[config.mk]
export PLATFORM = sky130hd
export DESIGN_NAME = nibble_feeder
export DESIGN_NICKNAME = d
export VERILOG_FILES = /design/src/rtl/nibble_feeder_pkg.sv /design/src/rtl/byte_fifo.sv /design/src/rtl/nibble_feeder.sv
export SDC_FILE = /design/constraint.sdc
export NUM_CORES = 1
export LEC_CHECK = 0
export BUFFER_PORTS_ARGS = -buffer_cell sky130_fd_sc_hd__buf_2
export CORE_ASPECT_RATIO = 1.2
export CORE_MARGIN = 3
export CORE_UTILIZATION = 45
export DETAILED_ROUTE_END_ITERATION = 8
export PLACE_DENSITY = 0.69
export SLEW_MARGIN = 40
export SYNTH_ARGS = -nofsm -noshare
export SYNTH_HDL_FRONTEND = slang
export SYNTH_HIERARCHICAL = 1
export SYNTH_SLANG_ARGS = --single-unit
[constraint.sdc]
create_clock -name i_clk -period 7.7 [get_ports i_clk]
set_clock_uncertainty 0.15 [all_clocks]
set_input_delay 0.385 -clock i_clk [delete_from_list [all_inputs] [get_ports i_clk]]
set_output_delay 0.385 -clock i_clk [all_outputs]
set_load 0.01 [all_outputs]
[src/rtl/nibble_feeder_pkg.sv]
// Shared types and constants for the nibble feeder.
package nibble_feeder_pkg;

    typedef logic [3:0] nibble_t;
    typedef logic [7:0] byte_t;

    typedef enum logic [1:0] {
        EMPTY,
        FIRST,
        SECOND
    } out_state_t;

    localparam int STALL_CNT_W = 16;

    // Select the nibble to send: the high nibble goes out first when msn_first is set.
    function automatic nibble_t pick_nibble(input byte_t b, input logic first, input logic msn_first);
        return (first == msn_first) ? b[7:4] : b[3:0];
    endfunction

endpackage

[src/rtl/byte_fifo.sv]
// Small synchronous FIFO. Full/empty come from the level counter; the read
// port is a combinational peek at the head entry.
module byte_fifo #(
    parameter int DEPTH = 4,
    parameter int WIDTH = 8
) (
    input  logic                     i_clk,
    input  logic                     i_rst_n,
    input  logic                     i_push,
    input  logic [WIDTH-1:0]         i_data,
    input  logic                     i_pop,
    output logic [WIDTH-1:0]         o_data,
    output logic [$clog2(DEPTH):0]   o_level,
    output logic                     o_full,
    output logic                     o_empty
);
    localparam int AW = $clog2(DEPTH);
    localparam logic [AW:0] LVL_MAX = (AW+1)'(DEPTH);
    localparam logic [AW:0] LVL_ONE = (AW+1)'(1);
    localparam logic [AW-1:0] PTR_ONE = AW'(1);

    logic [WIDTH-1:0] r_mem [DEPTH];
    logic [AW-1:0]    r_wr_ptr;
    logic [AW-1:0]    r_rd_ptr;
    logic [AW:0]      r_level;
    logic             w_push;
    logic             w_pop;

    assign o_full  = (r_level == LVL_MAX);
    assign o_empty = (r_level == '0);
    assign w_push  = i_push && !o_full;
    assign w_pop   = i_pop && !o_empty;
    assign o_data  = r_mem[r_rd_ptr];
    assign o_level = r_level;

    // Pointer and occupancy tracking; pointers wrap naturally at DEPTH.
    always_ff @(posedge i_clk) begin
        if (!i_rst_n) begin
            r_wr_ptr <= '0;
            r_rd_ptr <= '0;
            r_level  <= '0;
        end else begin
            if (w_push) r_wr_ptr <= r_wr_ptr + PTR_ONE;
            if (w_pop)  r_rd_ptr <= r_rd_ptr + PTR_ONE;
            case ({w_push, w_pop})
                2'b10:   r_level <= r_level + LVL_ONE;
                2'b01:   r_level <= r_level - LVL_ONE;
                default: r_level <= r_level;
            endcase
        end
    end

    // Storage write; contents need no reset since level gates every read.
    always_ff @(posedge i_clk) begin
        if (w_push) r_mem[r_wr_ptr] <= i_data;
    end

endmodule

[src/rtl/nibble_feeder.sv]
// Byte-in, nibble-out feeder: byte FIFO followed by a two-nibble output stage.
// Optional stall counter port enabled by NIBBLE_FEEDER_STALL_CNT_EN.
module nibble_feeder
    import nibble_feeder_pkg::*;
#(
    parameter int DEPTH     = 4,
    parameter bit MSN_FIRST = 1'b1
) (
    input  logic                     i_clk,
    input  logic                     i_rst_n,
    input  logic [7:0]               i_byte_data,
    input  logic                     i_byte_valid,
    output logic                     o_byte_ready,
    output logic [3:0]               o_data,
    output logic                     o_data_valid,
    input  logic                     i_data_ready,
    output logic [$clog2(DEPTH):0]   o_level,
    output logic                     o_idle
`ifdef NIBBLE_FEEDER_STALL_CNT_EN
    ,
    output logic [STALL_CNT_W-1:0]   o_stall_cnt
`endif
);
    out_state_t r_state;
    byte_t      r_byte;
    byte_t      w_fifo_data;
    logic       w_full;
    logic       w_empty;
    logic       w_push;
    logic       w_pop;

    // Ready looks only at registered fullness, never at a same-cycle pop.
    assign o_byte_ready = i_rst_n && !w_full;
    assign w_push       = i_byte_valid && o_byte_ready;
    // Pop when the output stage is free or is handing off its last nibble.
    assign w_pop        = !w_empty &&
                          ((r_state == EMPTY) || ((r_state == SECOND) && i_data_ready));
    assign o_idle       = w_empty && (r_state == EMPTY);

    byte_fifo #(
        .DEPTH (DEPTH),
        .WIDTH (8)
    ) u_fifo (
        .i_clk   (i_clk),
        .i_rst_n (i_rst_n),
        .i_push  (w_push),
        .i_data  (i_byte_data),
        .i_pop   (w_pop),
        .o_data  (w_fifo_data),
        .o_level (o_level),
        .o_full  (w_full),
        .o_empty (w_empty)
    );

    // Output stage FSM with registered nibble and valid.
    always_ff @(posedge i_clk) begin
        if (!i_rst_n) begin
            r_state      <= EMPTY;
            r_byte       <= '0;
            o_data       <= '0;
            o_data_valid <= 1'b0;
        end else begin
            unique case (r_state)
                EMPTY: begin
                    if (!w_empty) begin
                        r_byte       <= w_fifo_data;
                        o_data       <= pick_nibble(w_fifo_data, 1'b1, MSN_FIRST);
                        o_data_valid <= 1'b1;
                        r_state      <= FIRST;
                    end
                end
                FIRST: begin
                    if (i_data_ready) begin
                        o_data  <= pick_nibble(r_byte, 1'b0, MSN_FIRST);
                        r_state <= SECOND;
                    end
                end
                SECOND: begin
                    if (i_data_ready) begin
                        if (!w_empty) begin
                            r_byte  <= w_fifo_data;
                            o_data  <= pick_nibble(w_fifo_data, 1'b1, MSN_FIRST);
                            r_state <= FIRST;
                        end else begin
                            o_data_valid <= 1'b0;
                            r_state      <= EMPTY;
                        end
                    end
                end
                default: begin
                    o_data_valid <= 1'b0;
                    r_state      <= EMPTY;
                end
            endcase
        end
    end

`ifdef NIBBLE_FEEDER_STALL_CNT_EN
    logic [STALL_CNT_W-1:0] r_stall_cnt;

    // Saturating count of cycles where the producer is blocked.
    always_ff @(posedge i_clk) begin
        if (!i_rst_n) begin
            r_stall_cnt <= '0;
        end else if (i_byte_valid && !o_byte_ready && (r_stall_cnt != '1)) begin
            r_stall_cnt <= r_stall_cnt + STALL_CNT_W'(1);
        end
    end

    assign o_stall_cnt = r_stall_cnt;
`endif

endmodule

# Word-level counts from Yosys, hierarchy flattened
# Memory sizes are Yosys's and may differ from the RTL's. A register that Yosys moved wholly into a read port is not among the register bits.
# Index checks and enable logic that the tools add are counted.
# totals
ff_bits	22
ram_bits	32
output_inout_bits	10
mem_count	1
# op_classes
addsub	4
n_eq_ne	9
mux	21
n_bitwise	1
reduce_logical	19
# memory_table
memory	depth	word_bits	rd	rd_clocked_by_memory_dff	write_ports	line_no	rtl
u_fifo.r_mem	4	8	1	1	1	byte_fifo.sv:22	logic [WIDTH-1:0] r_mem [DEPTH];
# op_table
op	count
8-bit 2-to-1 mux	2
8-bit one-hot mux with 2 select lines	1
4-bit 2-to-1 mux	3
4-bit one-hot mux with 3 select lines	1
2-bit 2-to-1 mux	5
1-bit logical AND	7
1-bit 2-to-1 mux	6
2-bit != test (second input constant)	3
2-bit one-hot mux with 3 select lines	1
3-bit one-hot mux with 2 select lines	1
3-bit AND reduction	2
2-bit by 1-bit adder with 2-bit output (second input constant)	2
2-bit by 1-bit == test with 1-bit output (second input constant)	2
2-bit == test (second input constant)	2
4-bit AND reduction	1
2-bit nonzero test	2
3-bit by 1-bit adder with 3-bit output (second input constant)	1
3-bit == test (second input constant)	1
3-bit zero test	1
1-bit one-hot mux with 3 select lines	1
3-bit nonzero test	1
3-bit by 1-bit subtractor with 3-bit output (second input constant)	1
1-bit zero test	2
2-bit zero test	1
other kinds (4)	4

# Depth between registers and ports, before layout
# Gate-level depths: netlist of the first run.
# depth
depth_word	7
depth_mapped	12
ltp_nobuf	11

# Cells and area by module
# The synthesis of the first run kept the hierarchy.
# by_module_without_submodules
module	instances	cells_per_inst	area_each_um2	seq_area_each_um2
byte_fifo	1	96	1644.1	1141.1
nibble_feeder	1	58	528.0	220.2

# Worst setup path before layout of the first run
# OpenSTA, ideal clock, no wires.
# synth_timing
path_kind	register to register
startpoint	register u_fifo.r_level[0] (netlist: u_fifo/o_level[0])
endpoint	register u_fifo.r_level[2] (netlist: u_fifo/o_level[2])
setup_ps	70
t_arrival_ps	2375
path_slack_ps	5105
stages_incl_launch_ff	11
n_path_buf	0
cell_sequence	dfxtp_1 > nor3_2 > or2_1 > nor2_1 > nor2b_1 > ha_1 > inv_1 > fa_1 > xor2_1 > or3_1 > a21boi_1
# synth_lines
item	line_no	rtl
start, declared	byte_fifo.sv:25	logic [AW:0] r_level;
start signal, assigned	byte_fifo.sv:46	2'b10: r_level <= r_level + LVL_ONE;
start signal, assigned	byte_fifo.sv:47	2'b01: r_level <= r_level - LVL_ONE;
start signal, assigned	byte_fifo.sv:48	default: r_level <= r_level;
3-bit zero test (*)	byte_fifo.sv:30	assign o_empty = (r_level == '0);
named net w_empty	nibble_feeder.sv:28	logic w_empty;
1-bit zero test (*)	nibble_feeder.sv:36	assign w_pop = !w_empty &&
1-bit logical AND (*)	nibble_feeder.sv:36	
named net w_pop	nibble_feeder.sv:30	logic w_pop;
1-bit logical AND (*)	byte_fifo.sv:32	assign w_pop = i_pop && !o_empty;
named net u_fifo.w_pop	byte_fifo.sv:27	logic w_pop;
2-bit by 1-bit == test with 1-bit output or 2-bit == test (tied branches)	byte_fifo.sv:45	case ({w_push, w_pop})
3-bit one-hot mux with 2 select lines or 2-bit nonzero test (tied branches)	--	
# Mark *: on every way through the listed nets, which the timed path passes. The rest lies on a longest branch.
# A chain may end at the register's enable or synchronous reset.

# Final worst setup path of the first run
# Same ends and word-level chain as after synthesis.

==> flow_metrics.tcl, run 1 <==
set metrics [dict create \
    ctsHoldBuffers 0 \
    synth.top_cells.by_count "32 x sky130_fd_sc_hd__edfxtp_1, 20 x sky130_fd_sc_hd__dfxtp_1, 8 x sky130_fd_sc_hd__a211oi_1, 8 x sky130_fd_sc_hd__mux4_2, 8 x sky130_fd_sc_hd__nand2_1" \
    status "finished clean" \
    clk_latency_ns 0.30 \
    worst_setup_path_startpoint "u_fifo/o_level[0]$_SDFFE_PN0P_" \
    die-width_um 69.42 \
    detailed_place_hpwl_mm 2.702 \
    max-cap-violations 0 \
    setup_violations 0 \
    cts_made_buffers 5 \
    antenna_found_initial 0 \
    irDropWorstVdd_v 0.0001570 \
    drt-initial-drc-count 98 \
    hold_path.class "in -> reg" \
    io-pin-count 22 \
    drt_drc_violations_left 0 \
    cts.clk_slew.worst_paths_ns 0.09 \
    netlist_top_cells_area "sky130_fd_sc_hd__edfxtp_1 44%, sky130_fd_sc_hd__dfxtp_1 18%, sky130_fd_sc_hd__mux4_2 8.3%" \
    rsz0062_at_grt "no" \
    timing.setup.critical_path_class "reg -> reg" \
    most_used_standard_cell_by_instance_count_after_synthesis "sky130_fd_sc_hd__edfxtp_1" \
    postSynth.topFlopCell "sky130_fd_sc_hd__edfxtp_1" \
    num_vias 1287 \
    synth.top_cell.area_share_pct 44.24 \
    place_inst 226 \
    area_growth_syn_to_layout_pct 10.54 \
    fmax_mhz 346.6 \
    required_ns 7.78 \
    placed_area_sq_um 2311 \
    timing.setup.tns_ns 0 \
    synth_cell_types 37 \
    synthDominantAreaCellType "sky130_fd_sc_hd__edfxtp_1" \
    syn-instance-count 154 \
    post_route_wl_mm 3.774 \
    grt_max_degree 18 \
    die-area_sq_um 5700 \
    postLayoutCellArea_sq_um 2401 \
    finalCritPeriodShare_pct 37.47 \
    synth.yosys.seq_area_share_pct 62.67 \
    pwr_density_cell_nw_per_um2 288.3 \
    die_h_um 82.11 \
    hold_violations 0 \
    transition_at_the_pin_with_the_smallest_max_transition_slack_ns 0.5994 \
    critPathMaxFanout 8 \
    clock_sink_count 52 \
    sum_of_overflow_across_all_layers_after_global_routing 0 \
    cts-resized-gates 0 \
    worstHoldEndpoint "u_fifo/r_mem[0][7]$_DFFE_PP_" \
    timing.max_slew.rel_slack_pct 59.99 \
    rows 27 \
    post_layout_nets 193 \
    post_cts_buffers 0 \
    worst-endpoint-arrival_ns 2.97 \
    setup_slack_ns 4.814 \
    crit-reg2reg-launch "u_fifo/o_level[0]$_SDFFE_PN0P_" \
    layoutNonFillerInstCount 234 \
    clock_tree.root_cell "sky130_fd_sc_hd__clkbuf_8" \
    critPathLaunchType "flop" \
    mappedNetlistNets 172 \
    maximum_level_of_the_cts_h_tree 2 \
    clk_path_buf_depth 2 \
    timing.critical_path.to_type "flop" \
    initial_core_util_pct 46.93 \
    detail_route.wl_per_cell_um 16.13 \
    power.static_leakage_nw 0.8585 \
    io_buffer_count 21 \
    clock_tree_from_tritoncts "built" \
    first_global_vias 1264 \
    layout-drive-gt1-share_pct 24.43 \
    gpl.final_weighted_congestion 0.8720 \
    netlist_area_sq_um 2172 \
    floorplan.core_area_sq_um 4628 \
    ff2ff_setup_slack_ns 4.81 \
    hold_depth 1 \
    rr_endpoint "u_fifo/o_level[2]$_SDFFE_PN0P_" \
    worstHoldStart "i_byte_data[7]" \
    yosys_register_bits 52 \
    firstDrtPassIters 4 \
    rr_worst_depth 10 \
    finalWorstPathRequiredPeriod_ns 2.886 \
    grt_first_pass_wirelength_mm 6.120 \
    synthesis.area_per_instance_sq_um 14.10 \
    avgViaCountPerCell 5.500 \
    antennaDiodeCount 0 \
    count_of_flip_flops_with_a_built_in_enable_after_synthesis 32 \
    postRouteAntennaNets 0 \
    grt_util_all_layers_pct 14.49 \
    yosys_synthesis_warning_count 6 \
    post-place-ws_ns 4.879 \
    finalMaxSlewViolations 0 \
    synth_async_sr_flop_share_pct 0 \
]
## kinds of logic (layout without fill, tap and decap cells)
family / count (synthesis) / in the layout / synth area share, %
flip-flops: 52 / 52 / 62.67
XOR/XNOR: 2 / 2 / 0.8066
AO/OA/AOI/OAI: 28 / 28 / 8.409
adder cells (fa/ha/maj): 6 / 6 / 3.802
buffers and inverters: 14 / 36 / 2.995
AND/OR/NAND/NOR: 38 / 38 / 10.25
multiplexers: 14 / 14 / 11.06
## layout make-up
type / count / area, sq um
fillers: 395 / 2227
flip-flops and latches: 52 / 1361
multi-input cells: 88 / 745.7
repair buffers: 21 / 105.1
well taps: 58 / 72.57
clock buffers: 5 / 68.82
inverters: 7 / 26.28
clock inverters: 3 / 21.27
## metrics by stage
stage	util (%)	power (mW)	hold WS [ns]
2_1_floorplan	-	0.4957	0.3060
3_3_place_gp	49.93	0.5375	0.3167
3_5_place_dp	49.93	0.5475	0.3294
4_1_cts	51.88	0.6987	0.1269
5_1_grt	51.88	0.7365	0.1240
6_report	51.88	0.6922	0.1405
## layer usage
layer,vias up,wire (um),global-route usage [%]
met5,-,0,0
met4,0,61,5.859
met3,6,171,3.753
met2,30,2046,26.05
met1,642,1495,16.65
li1,609,-,-
## power breakdown
part,internal (mW),switching (mW)
logic,0.0864,0.0945
clock network,0.0646,0.0883
registers,0.330,0.0287
## registers in the layout, summed over array words and instances (netlist names), named ones only
name,flops
u_fifo/o_level,3
r_byte,4
u_fifo/r_wr_ptr,2
o_data_valid,1
u_fifo/r_mem,32
o_data,4
u_fifo/r_rd_ptr,2
r_state,2
## worst max-delay path, cell delays in order (launching register included)
cell and delay (ns):
sky130_fd_sc_hd__dfxtp_1 0.45, sky130_fd_sc_hd__nor3_2 0.13, sky130_fd_sc_hd__or2_1 0.29, sky130_fd_sc_hd__nor2_1 0.24, sky130_fd_sc_hd__nor2b_1 0.28, sky130_fd_sc_hd__ha_1 0.23, sky130_fd_sc_hd__inv_1 0.06, sky130_fd_sc_hd__fa_1 0.37
sky130_fd_sc_hd__xor2_1 0.17, sky130_fd_sc_hd__or3_1 0.31, sky130_fd_sc_hd__a21boi_1 0.14
## cells in the final DEF (no fill, tap or decap), drive strengths merged, types with 6 or more instances in the layout
cell type / n
a211oi: 8
nand2: 8
mux2i: 6
mux4: 8
dfxtp: 20
o21ai: 9
inv: 8
edfxtp: 32
buf: 21
and2: 7
## worst max path at each step
stage / slack (ns) / endpoint / cells after the start
2_1_floorplan: 5.10 / u_fifo/o_level[2]$_SDFFE_PN0P_ / 10
3_3_place_gp: 4.96 / u_fifo/o_level[2]$_SDFFE_PN0P_ / 10
4_1_cts: 4.83 / u_fifo/o_level[2]$_SDFFE_PN0P_ / 10
5_1_grt: 4.65 / u_fifo/o_level[2]$_SDFFE_PN0P_ / 10
6_report: 4.81 / u_fifo/o_level[2]$_SDFFE_PN0P_ / 10
3_5_place_dp: 4.88 / u_fifo/o_level[2]$_SDFFE_PN0P_ / 10
No activity file was read; power rests on OpenSTA's default activity.
==> run 2, diff against run 1 <==
PLACE_DENSITY = 0.71   (was 0.69)
clock period = 2.3 ns   (was 7.7 ns; I/O delays follow)
==> run 2 against run 1 <==
The flow now finishes with violations (negative setup slack). Critical path type unchanged. Via count rose by 7.5%. Cell count rose by 9.0%. Global-route usage is 1.5 points higher. Critical path depth unchanged. Clock-buffer cell count is 1 higher.
==> flow_metrics.tcl, run 2 (synthesized netlist as in run 1, its figures left out) <==
set metrics [dict create \
    layout_commonest_cell "sky130_fd_sc_hd__edfxtp_1" \
    rsz0062_at_grt "yes" \
    timing.critical_path.to_type "flop" \
    num-fill-cells 353 \
    antenna_found_initial 0 \
    largest_register_ffs 32 \
    comb_power_share_pct 31.2 \
    setup_slack_ns -0.1351 \
    clk_path_buf_depth 2 \
    gpl.final_weighted_congestion 0.7913 \
    postRouteAntennaNets 0 \
    clock_tree.root_cell "sky130_fd_sc_hd__clkbuf_8" \
    die_h_um 82.11 \
    cpPeakStageDelay_ns 0.38 \
    clk_latency_ns 0.30 \
    rows 27 \
    seq_power_share_pct 47.4 \
    num_vias 1384 \
    drt-initial-drc-count 20 \
    area_growth_syn_to_layout_pct 21.60 \
    timing.setup.critical_path_class "reg -> reg" \
    grt_first_pass_wirelength_mm 6.851 \
    finalCritPeriodShare_pct 105.9 \
    layoutNonFillerInstCount 255 \
    worst-endpoint-arrival_ns 2.52 \
    power.internal_mw 1.759 \
    drt_drc_violations_left 0 \
    io_buffer_count 21 \
    transition_at_the_pin_with_the_smallest_max_transition_slack_ns 0.5446 \
    pwr_density_cell_nw_per_um2 954.7 \
    timing.critical_path.slowest_stage_cell "sky130_fd_sc_hd__dfxtp_4" \
    grt_util_all_layers_pct 15.96 \
    initial_core_util_pct 46.93 \
    power.static_leakage_nw 0.9604 \
    firstDrtPassIters 4 \
    fmax_mhz 410.7 \
    cts_made_buffers 5 \
    critPathLaunchType "flop" \
    timing.setup.tns_ns -0.1351 \
    critPathMaxFanout 3 \
    cts.clk_slew.worst_paths_ns 0.09 \
    antennaDiodeCount 0 \
    path_buf_inv 1 \
    finalWorstPathRequiredPeriod_ns 2.435 \
    maximum_level_of_the_cts_h_tree 2 \
    timing.max_slew.rel_slack_pct 63.65 \
    layout_common_cells "32 x sky130_fd_sc_hd__edfxtp_1, 21 x sky130_fd_sc_hd__buf_2, 17 x sky130_fd_sc_hd__dfxtp_1, 13 x sky130_fd_sc_hd__buf_4" \
    setup_violations 1 \
    die-area_sq_um 5700 \
    status "finished with violations" \
    timing.critical_path.max_delay_family "simple AND/OR/NAND/NOR gates" \
    post_route_wl_mm 4.244 \
    max_flop_register "u_fifo/r_mem" \
    die-width_um 69.42 \
    layout-drive-gt1-share_pct 34.01 \
    finalMaxSlewViolations 0 \
    multiInputGateArea_sq_um 789.5 \
    sum_of_overflow_across_all_layers_after_global_routing 0 \
    crit_chain "nor3_2 -> or2_1 -> nor2_2 -> nor2b_4 -> ha_4 -> inv_2 -> fa_2 -> xor2_1 -> or3_1 -> a21boi_1" \
    hold_path.class "in -> reg" \
    io-pin-count 22 \
    post_layout_nets 214 \
    detail_route.wl_per_cell_um 16.64 \
    hold_violations 0 \
    floorplan.core_area_sq_um 4628 \
    required_ns 2.38 \
    first_global_vias 1388 \
    place_inst 233 \
    p_sw_share_pct 30.25 \
    violated_checks "negative setup slack" \
    avgViaCountPerCell 5.427 \
    p_clk_share_pct 21.4 \
    irDropWorstVdd_v 0.0004913 \
    detailed_place_hpwl_mm 2.904 \
    switchingPower_mw 0.7629 \
    clock_sink_count 52 \
    max-cap-violations 0 \
    post-route-util_pct 57.07 \
    clock_tree_from_tritoncts "built" \
    biggestRegsByFlops "u_fifo/r_mem: 32 flops, o_data: 4 flops, r_byte: 4 flops" \
    grt_max_degree 17 \
    regArea_sq_um 1373 \
]
## run 2: cell count changes in the layout (fill, tap and decap cells not counted), moves of 2 or more
cell | previous run | this run
sky130_fd_sc_hd__nor2_1 | 4 | 2
sky130_fd_sc_hd__dfxtp_1 | 20 | 17
sky130_fd_sc_hd__dlygate4sd3_1 | 0 | 8
sky130_fd_sc_hd__nor2_2 | 1 | 3
sky130_fd_sc_hd__buf_4 | 0 | 13
sky130_fd_sc_hd__nor2b_1 | 3 | 0
sky130_fd_sc_hd__nor2b_4 | 0 | 2
sky130_fd_sc_hd__dfxtp_4 | 0 | 3
## run 2: repair_timing
item                                    in CTS  in global routing
pin swaps                                    6                  7
hold endpoints to repair                    32                  0
endpoints found under the setup margin       1                  2
hold buffers                                 8                  0
resized for setup                            4                  2
setup buffers                                4                  2
## run 2: per-layer routing
metal	GRT usage (%)	wire, um	up-vias	share of wire, %
met5	0	0	-	0
met4	7.031	77	0	1.8
met3	3.995	139	6	3.3
met2	30.34	2314	22	55
met1	16.83	1711	703	40
li1	-	-	653	-
## run 2: metrics by stage
step | power, mW | area, sq um | hold WS, ns | setup WS, ns
after floorplan | 1.688 | 2215 | 0.06387 | -0.07416
after global placement | 1.878 | 2404 | 0.1738 | 0.06304
after detailed placement | 1.936 | 2404 | 0.1888 | -0.05908
after CTS | 2.514 | 2624 | 0.01649 | -0.04921
after global routing | 2.664 | 2641 | 0.06441 | -0.2050
final | 2.522 | 2641 | 0.03217 | -0.1351
## run 2: final cells by class
cell class	instances	area share (%)
clock buffers	6	3.126
multi-input cells	88	29.89
well taps	58	2.748
flip-flops and latches	52	51.97
clock inverters	2	0.5685
inverters	7	0.9948
repair buffers	42	10.71
## run 2: power by group through the flow
stage               sequential, mW  combinational [mW]  clock (mW)
floorplan                     1.22               0.463           0
finish                        1.19               0.787       0.540
global placement              1.21               0.665           0
detailed placement            1.23               0.710           0
CTS                           1.20               0.761       0.555
global route                  1.21               0.855       0.596
## run 2: tightest hold or removal path, delay by kind of cell
kind                   cells  cell delay (ns)
AO/OA/AOI/OAI              1             0.06
buffers and inverters      1             0.13
AND/OR/NAND/NOR            2             0.14
## run 2: worst paths after layout
path / end / startpoint / slack, ns / cells past startpoint
setup / recovery: u_fifo/o_level[2]$_SDFFE_PN0P_ / u_fifo/o_level[0]$_SDFFE_PN0P_ / -0.14 / 10
hold / removal: o_data_valid$_SDFFE_PN0P_ / i_data_ready / 0.03 / 4
setup reg to reg: u_fifo/o_level[2]$_SDFFE_PN0P_ / u_fifo/o_level[0]$_SDFFE_PN0P_ / -0.14 / 10
hold reg to reg: r_byte[0]$_SDFFE_PN0P_ / r_byte[0]$_SDFFE_PN0P_ / 0.35 / 2
